$ cat config.mk
export PLATFORM = sky130hd
export DESIGN_NAME = paddle_ctrl
export DESIGN_NICKNAME = d
export VERILOG_FILES = /design/src/rtl/paddle_ctrl.sv
export SDC_FILE = /design/constraint.sdc
export NUM_CORES = 1
export LEC_CHECK = 0
export ABC_AREA = 1
export CAP_MARGIN = 15
export CORE_ASPECT_RATIO = 0.5
export CORE_UTILIZATION = 65
export DETAILED_ROUTE_END_ITERATION = 10
export MAX_ROUTING_LAYER = met4
export PLACE_DENSITY_LB_ADDON = 0.15
export SLEW_MARGIN = 10
export SYNTH_ARGS = -nofsm -noshare
export SYNTH_HDL_FRONTEND = slang
export SYNTH_SLANG_ARGS = --single-unit
$ cat constraint.sdc
create_clock -name clk -period 21.5 [get_ports clk]
set_input_delay 4.3 -clock clk [delete_from_list [all_inputs] [get_ports clk]]
set_output_delay 4.3 -clock clk [all_outputs]
set_load 0.03 [all_outputs]
$ cat src/rtl/paddle_ctrl.sv
// -----------------------------------------------------------------------------
// paddle_ctrl
//
// Single-paddle position controller for the pong datapath. One instance drives
// one side of the playfield. It works either from push buttons (with
// acceleration) or by tracking the ball (with a dead-zone and a speed cap). The
// run-time mode input picks between the two.
//
// All movement happens on a slow "tick" derived from clk. The paddle position
// and the status flags are registered and change in the cycle after the tick.
//
// Ports
//   clk          system clock
//   reset        synchronous, active-low reset
//   mode         0 = player (buttons), 1 = AI (ball tracking)
//   enable       1 = movement allowed, 0 = freeze position
//   button_up    raw asynchronous button, synchronised internally
//   button_down  raw asynchronous button, synchronised internally
//   ball_y       ball centre Y
//   ball_valid   ball_y is meaningful
//   paddle_y     paddle top edge, 0..SCREEN_H-PADDLE_H
//   moving_up    paddle_y decreased on the last tick
//   moving_down  paddle_y increased on the last tick
//   at_top       paddle_y == 0
//   at_bottom    paddle_y == SCREEN_H-PADDLE_H
// -----------------------------------------------------------------------------
module paddle_ctrl #(
  parameter int Y_W         = 10,
  parameter int SCREEN_H    = 480,
  parameter int PADDLE_H    = 64,
  parameter int TICK_DIV    = 416667,
  parameter int MAX_SPEED   = 4,
  parameter int ACCEL_TICKS = 8,
  parameter int AI_SPEED    = 3,
  parameter int AI_DEADZONE = 4
) (
  input  logic           clk,
  input  logic           reset,
  input  logic           mode,
  input  logic           enable,
  input  logic           button_up,
  input  logic           button_down,
  input  logic [Y_W-1:0] ball_y,
  input  logic           ball_valid,
  output logic [Y_W-1:0] paddle_y,
  output logic           moving_up,
  output logic           moving_down,
  output logic           at_top,
  output logic           at_bottom
);

  // Position arithmetic runs two bits wider and signed, so that moving past
  // either edge, or subtracting half a paddle from a small ball_y, goes
  // negative or overshoots instead of wrapping.
  localparam int S_W   = Y_W + 2;
  localparam int CNT_W = $clog2(TICK_DIV);
  localparam int SPD_W = $clog2(MAX_SPEED + 1);
  localparam int HLD_W = $clog2(ACCEL_TICKS + 1);

  localparam logic [Y_W-1:0]          Y_MAX    = Y_W'(SCREEN_H - PADDLE_H);
  localparam logic [Y_W-1:0]          Y_RST    = Y_W'((SCREEN_H - PADDLE_H) / 2);
  localparam logic signed [S_W-1:0]   Y_MAX_S  = S_W'(SCREEN_H - PADDLE_H);
  localparam logic signed [S_W-1:0]   HALF_H_S = S_W'(PADDLE_H / 2);
  localparam logic signed [S_W-1:0]   AI_SPD_S = S_W'(AI_SPEED);
  localparam logic signed [S_W-1:0]   DZ_S     = S_W'(AI_DEADZONE);
  localparam logic signed [S_W-1:0]   ONE_S    = S_W'(1);
  localparam logic [CNT_W-1:0]        CNT_LAST = CNT_W'(TICK_DIV - 1);
  localparam logic [SPD_W-1:0]        SPD_ONE  = SPD_W'(1);
  localparam logic [SPD_W-1:0]        SPD_MAX  = SPD_W'(MAX_SPEED);
  localparam logic [HLD_W-1:0]        HLD_LAST = HLD_W'(ACCEL_TICKS - 1);

  typedef enum logic [1:0] {
    IDLE = 2'd0,
    UP   = 2'd1,
    DOWN = 2'd2
  } state_t;

  // Saturate a wide signed position into the legal paddle range.
  function automatic logic [Y_W-1:0] sat_y(input logic signed [S_W-1:0] v);
    if (v < 0) begin
      sat_y = '0;
    end else if (v > Y_MAX_S) begin
      sat_y = Y_MAX;
    end else begin
      sat_y = v[Y_W-1:0];
    end
  endfunction

  function automatic logic signed [S_W-1:0] abs_s(input logic signed [S_W-1:0] v);
    abs_s = (v < 0) ? -v : v;
  endfunction

  // ---------------------------------------------------------------------------
  // State
  // ---------------------------------------------------------------------------
  logic             up_meta_q,   up_meta_d;
  logic             up_sync_q,   up_sync_d;
  logic             dn_meta_q,   dn_meta_d;
  logic             dn_sync_q,   dn_sync_d;
  logic [CNT_W-1:0] cnt_q,       cnt_d;
  logic [SPD_W-1:0] speed_q,     speed_d;
  logic [HLD_W-1:0] hold_q,      hold_d;
  state_t           state_q,     state_d;
  logic [Y_W-1:0]   paddle_y_q,  paddle_y_d;
  logic             mv_up_q,     mv_up_d;
  logic             mv_dn_q,     mv_dn_d;
  logic             at_top_q,    at_top_d;
  logic             at_bot_q,    at_bot_d;

  // Combinational intermediates
  logic                  tick;
  state_t                req;
  logic [HLD_W-1:0]      hold_inc;
  logic signed [S_W-1:0] y_s;
  logic signed [S_W-1:0] spd_s;
  logic signed [S_W-1:0] ball_s;
  logic signed [S_W-1:0] tgt_s;
  logic signed [S_W-1:0] err_s;
  logic signed [S_W-1:0] err_abs;
  logic signed [S_W-1:0] step_s;
  logic signed [S_W-1:0] delta_s;
  logic [Y_W-1:0]        y_new;

  // ---------------------------------------------------------------------------
  // Next-state logic
  // ---------------------------------------------------------------------------
  always_comb begin
    up_meta_d  = button_up;
    up_sync_d  = up_meta_q;
    dn_meta_d  = button_down;
    dn_sync_d  = dn_meta_q;
    speed_d    = speed_q;
    hold_d     = hold_q;
    state_d    = state_q;
    paddle_y_d = paddle_y_q;
    mv_up_d    = mv_up_q;
    mv_dn_d    = mv_dn_q;
    at_top_d   = at_top_q;
    at_bot_d   = at_bot_q;

    tick     = (cnt_q == CNT_LAST);
    cnt_d    = tick ? '0 : cnt_q + 1'b1;
    req      = IDLE;
    hold_inc = hold_q + 1'b1;
    y_s      = $signed({2'b00, paddle_y_q});
    spd_s    = $signed({{(S_W - SPD_W){1'b0}}, speed_q});
    ball_s   = $signed({2'b00, ball_y});
    tgt_s    = $signed({2'b00, sat_y(ball_s - HALF_H_S)});
    err_s    = tgt_s - y_s;
    err_abs  = abs_s(err_s);
    step_s   = (err_abs < AI_SPD_S) ? err_abs : AI_SPD_S;
    delta_s  = '0;
    y_new    = paddle_y_q;

    if (up_sync_q && !dn_sync_q) begin
      req = UP;
    end else if (dn_sync_q && !up_sync_q) begin
      req = DOWN;
    end

    if (tick) begin
      if (!enable || mode) begin
        // Frozen or AI-driven: the button FSM is parked so that a later
        // switch into player mode always starts from rest at speed 1.
        state_d = IDLE;
        speed_d = SPD_ONE;
        hold_d  = '0;
        if (enable && ball_valid && (err_abs > DZ_S)) begin
          delta_s = (err_s < 0) ? -step_s : step_s;
        end
      end else if (req != state_q) begin
        // A new (or released) request restarts the acceleration ramp.
        state_d = req;
        speed_d = SPD_ONE;
        hold_d  = '0;
        if (req == UP) begin
          delta_s = -ONE_S;
        end else if (req == DOWN) begin
          delta_s = ONE_S;
        end
      end else if (req != IDLE) begin
        delta_s = (req == UP) ? -spd_s : spd_s;
        if (hold_inc >= HLD_LAST) begin
          if (speed_q < SPD_MAX) begin
            speed_d = speed_q + 1'b1;
            hold_d  = '0;
          end else begin
            // Top speed reached: park the hold counter so it cannot wrap.
            hold_d = HLD_LAST;
          end
        end else begin
          hold_d = hold_inc;
        end
      end

      y_new      = sat_y(y_s + delta_s);
      paddle_y_d = y_new;
      mv_up_d    = (y_new < paddle_y_q);
      mv_dn_d    = (y_new > paddle_y_q);
      at_top_d   = (y_new == '0);
      at_bot_d   = (y_new == Y_MAX);
    end
  end

  // ---------------------------------------------------------------------------
  // Registers
  // ---------------------------------------------------------------------------
  always_ff @(posedge clk) begin
    if (!reset) begin
      up_meta_q  <= 1'b0;
      up_sync_q  <= 1'b0;
      dn_meta_q  <= 1'b0;
      dn_sync_q  <= 1'b0;
      cnt_q      <= '0;
      speed_q    <= SPD_ONE;
      hold_q     <= '0;
      state_q    <= IDLE;
      paddle_y_q <= Y_RST;
      mv_up_q    <= 1'b0;
      mv_dn_q    <= 1'b0;
      at_top_q   <= 1'b0;
      at_bot_q   <= 1'b0;
    end else begin
      up_meta_q  <= up_meta_d;
      up_sync_q  <= up_sync_d;
      dn_meta_q  <= dn_meta_d;
      dn_sync_q  <= dn_sync_d;
      cnt_q      <= cnt_d;
      speed_q    <= speed_d;
      hold_q     <= hold_d;
      state_q    <= state_d;
      paddle_y_q <= paddle_y_d;
      mv_up_q    <= mv_up_d;
      mv_dn_q    <= mv_dn_d;
      at_top_q   <= at_top_d;
      at_bot_q   <= at_bot_d;
    end
  end

  assign paddle_y    = paddle_y_q;
  assign moving_up   = mv_up_q;
  assign moving_down = mv_dn_q;
  assign at_top      = at_top_q;
  assign at_bottom   = at_bot_q;

endmodule

==> flow_summary_export.csv <==
group,metric,value,unit
sta,worstMarginPinSlew,804.0,ps
sta,clock_skew,3.542,ps
synth,syn_avg_cell_area,6.323,um2
clock_network,cts_tree,"built",
layout,utilization,76.68,%
clock_network,post_cts.repair.setup_buffers,0,
clock_network,insertion_delay,290,ps
sta,fmaxAchievable,80.69,MHz
critical_path,endpoint_kind,"flip-flop",
die,start_util,68.78,%
die,die_w,122.5,um
synth,synth_area,4717,um2
sta,drv_slew,0,
clock_network,cts_resized,0,
hold_path,min_to,"dn_sync_q",
global_route,overflow,0,
critical_path,worstSetupPathType,"input pin to flip-flop",
layout,syn_to_final_growth,11.49,%
power_and_ir_drop,p_per_area,50.27,nW/um2
clock_network,cts_max_level,2,
detailed_routing,drc,0,
layout,ff_latch_area,920.9,um2
layout,multi_input_area,3292,um2
sta,holdWs,415.1,ps
critical_path,slowest_stage,"nor3_1",
clock_network,ctsHoldBuffers,0,
critical_path,slowest_delay,500,ps
place,port-buffer-count,30,
clock_network,numCtsBuffers,5,
power_and_ir_drop,power,0.0002644,W
synth,ys.warnings.count,0,
detailed_routing,post_drt_wl_per_cell,12.95,um
die,die_h,62.24,um
power_and_ir_drop,leakagePower,2.573,nW
die,rows,21,
clock_network,cts_root_buf,"clkbuf_16",
synth,yosysSeqAreaShare,19.52,%
synth,ys_seq_elements,46,
hold_path,hold_class,"flip-flop to flip-flop",
die,core_area,6858,um2
layout,nFillCells,551,
global_route,grt_pass1_vias,4437,
die,die-area,7622,um2
power_and_ir_drop,irDropWorstVdd,51.45,uV
critical_path,cp_max_fo,7,
synth,syn_inst,746,
detailed_routing,drt_pass1_iterations,5,
critical_path,critical_path_arrival,12560,ps
global_route,grt_max_degree,22,
detailed_routing,num_vias,4873,
critical_path,r2r-start,"paddle_y[9]",
sta,fin_crit,12390,ps
critical_path,r2r_slack,14390,ps
sta,max_slew_margin,45.91,%
global_route,antenna_found_initial,0,
sta,finalCritPeriodShare,57.64,%
sta,tns,0,ps
critical_path,worstPathRequired,21660,ps
flow_run,maxCapViolations,0,
clock_network,clk_pin_slew,60,ps
sta,hold_viol_final,0,
hold_path,hold_depth,2,
sta,rsz0062_at_grt,"false",
clock_network,cts.sink_count,46,
synth,synth_edf_count,0,
layout,drive_above_1_share,8.205,%
critical_path,start_kind,"input pin",
detailed_routing,via_per_inst,5.588,
layout,final_common_cell,"nand2_1",
place,gp_congestion,0.9595,
layout,layout_common_cells,"189 x nand2_1, 115 x inv_1, 66 x nor2_1",
critical_path,critPathMostFrequentCell,"nand2_1",
place,hpwlAfterDp,9007,um
detailed_routing,wirelength,11290,um
clock_network,cts_buffer_depth,2,
sta,finalSetupViolCount,0,
global_route,grt_pass1_wl,19550,um
detailed_routing,ant_nets,0,
critical_path,reg2reg_depth,41,
synth,ys_types,48,
critical_path,startpoint,"ball_y[5]",
detailed_routing,drt_iter0_drc,341,
hold_path,hp-start,"dn_meta_q",
layout,final_nets,846,
synth,async_flop_share,0,%
critical_path,worstReg2RegEnd,"moving_up",
global_route,grt.total_usage,32.26,%
synth,ys.flop_type,"dfxtp_1",
layout,n_antenna_cell,0,
run_status,status,"completed",
die,ios,31,
[how the worst max path moves through the flow]
stage                  end  slack (ps)  cells after the start
2_1_floorplan  moving_down       10510                     47
3_3_place_gp   moving_down        9280                     53
3_5_place_dp     moving_up        9040                     54
4_1_cts          moving_up        9200                     54
5_1_grt          moving_up        8130                     55
6_report         moving_up        9110                     52
[cell families after synthesis]
logic type | share of synthesized area [%]
simple gates | 39.76
buf+inv | 10.85
compound gates | 12.31
fa+ha+maj | 13.58
flops | 19.52
xor+xnor | 3.899
other cells | 0.07950
[power breakdown]
part	switching (W)	internal [W]
Clock	0.0000325	0.0000496
Sequential	0.000000607	0.0000860
Combinational	0.0000617	0.0000338
[synth_stat cells, types with 2 or more instances]
library cell  instances  area, um2
nand2_2              20      125.1
o21ai_1               2      10.01
a2111oi_0             3      26.28
nor2_4                4      45.04
clkbuf_1              3      11.26
xnor2_1               9      78.83
nor2_2                7      43.79
o21ai_0              22      110.1
ha_1                 48      600.6
clkinv_1              4      15.01
o21bai_1              2      15.01
dfxtp_1              46      920.9
o21ai_2               2      17.52
nand3_2              10      100.1
nor3_1               11      55.05
a22oi_1               4      30.03
nand2_4               2      22.52
inv_2                 4      15.01
fa_1                  2      40.04
a21oi_1              36      180.2
inv_1               115      431.7
nand2_1             189      709.4
nand4_1              13      81.33
nor4_1                7      43.79
a211oi_1              5      37.54
buf_6                 3      33.78
xor2_1               12      105.1
nor3b_1               4      30.03
nor2_1               66      247.7
or2_2                 4      25.02
nand3_1              59      295.3
o22ai_1               8      50.05
o211ai_1              2      15.01
nand3b_1              4      30.03
[flip-flops by register name, indices dropped and copies added (netlist names)]
signal and flops:
at_bottom 1, at_top 1, cnt_q 19, dn_meta_q 1, dn_sync_q 1, hold_q 4, moving_down 1, moving_up 1
paddle_y 10, speed_q 3, state_q 2, up_meta_q 1, up_sync_q 1
[area by class of cell]
cell class                      instances  area share [%]
Tap cell                               92           2.189
Multi-Input combinational cell        572           62.60
Sequential cell                        46           17.51
Inverter                              123           8.779
Clock buffer                            7           2.903
Timing Repair Buffer                   31           5.853
Clock inverter                          1          0.1665
[metal layers]
metal / vias to the layer above / track usage (%) / share of wire [%]
met5: - / - / 0
met4: 0 / 5.945 / 1.2
met3: 15 / 4.412 / 5.0
met2: 138 / 54.49 / 46
met1: 2226 / 41.23 / 48
li1: 2494 / - / -
[worst max-delay path, delay by kind of cell]
kind                     cells  cell delay [ps]
AND/OR/NAND/NOR             27             3550
adder cells (fa/ha/maj)      5             1630
AO/OA/AOI/OAI                9             1390
buffers and inverters        9             1260
XOR/XNOR                     2              420
[per-stage QoR]
step | area, um2 | std cells | setup WS (ps)
6_report | 5259 | 872 | 9107
2_1_floorplan | 4725 | 748 | 10510
4_1_cts | 5259 | 872 | 9202
5_1_grt | 5259 | 872 | 8125
3_3_place_gp | 5097 | 864 | 9279
3_5_place_dp | 5097 | 864 | 9035
Note: power is estimated with default switching activity, not from simulation.
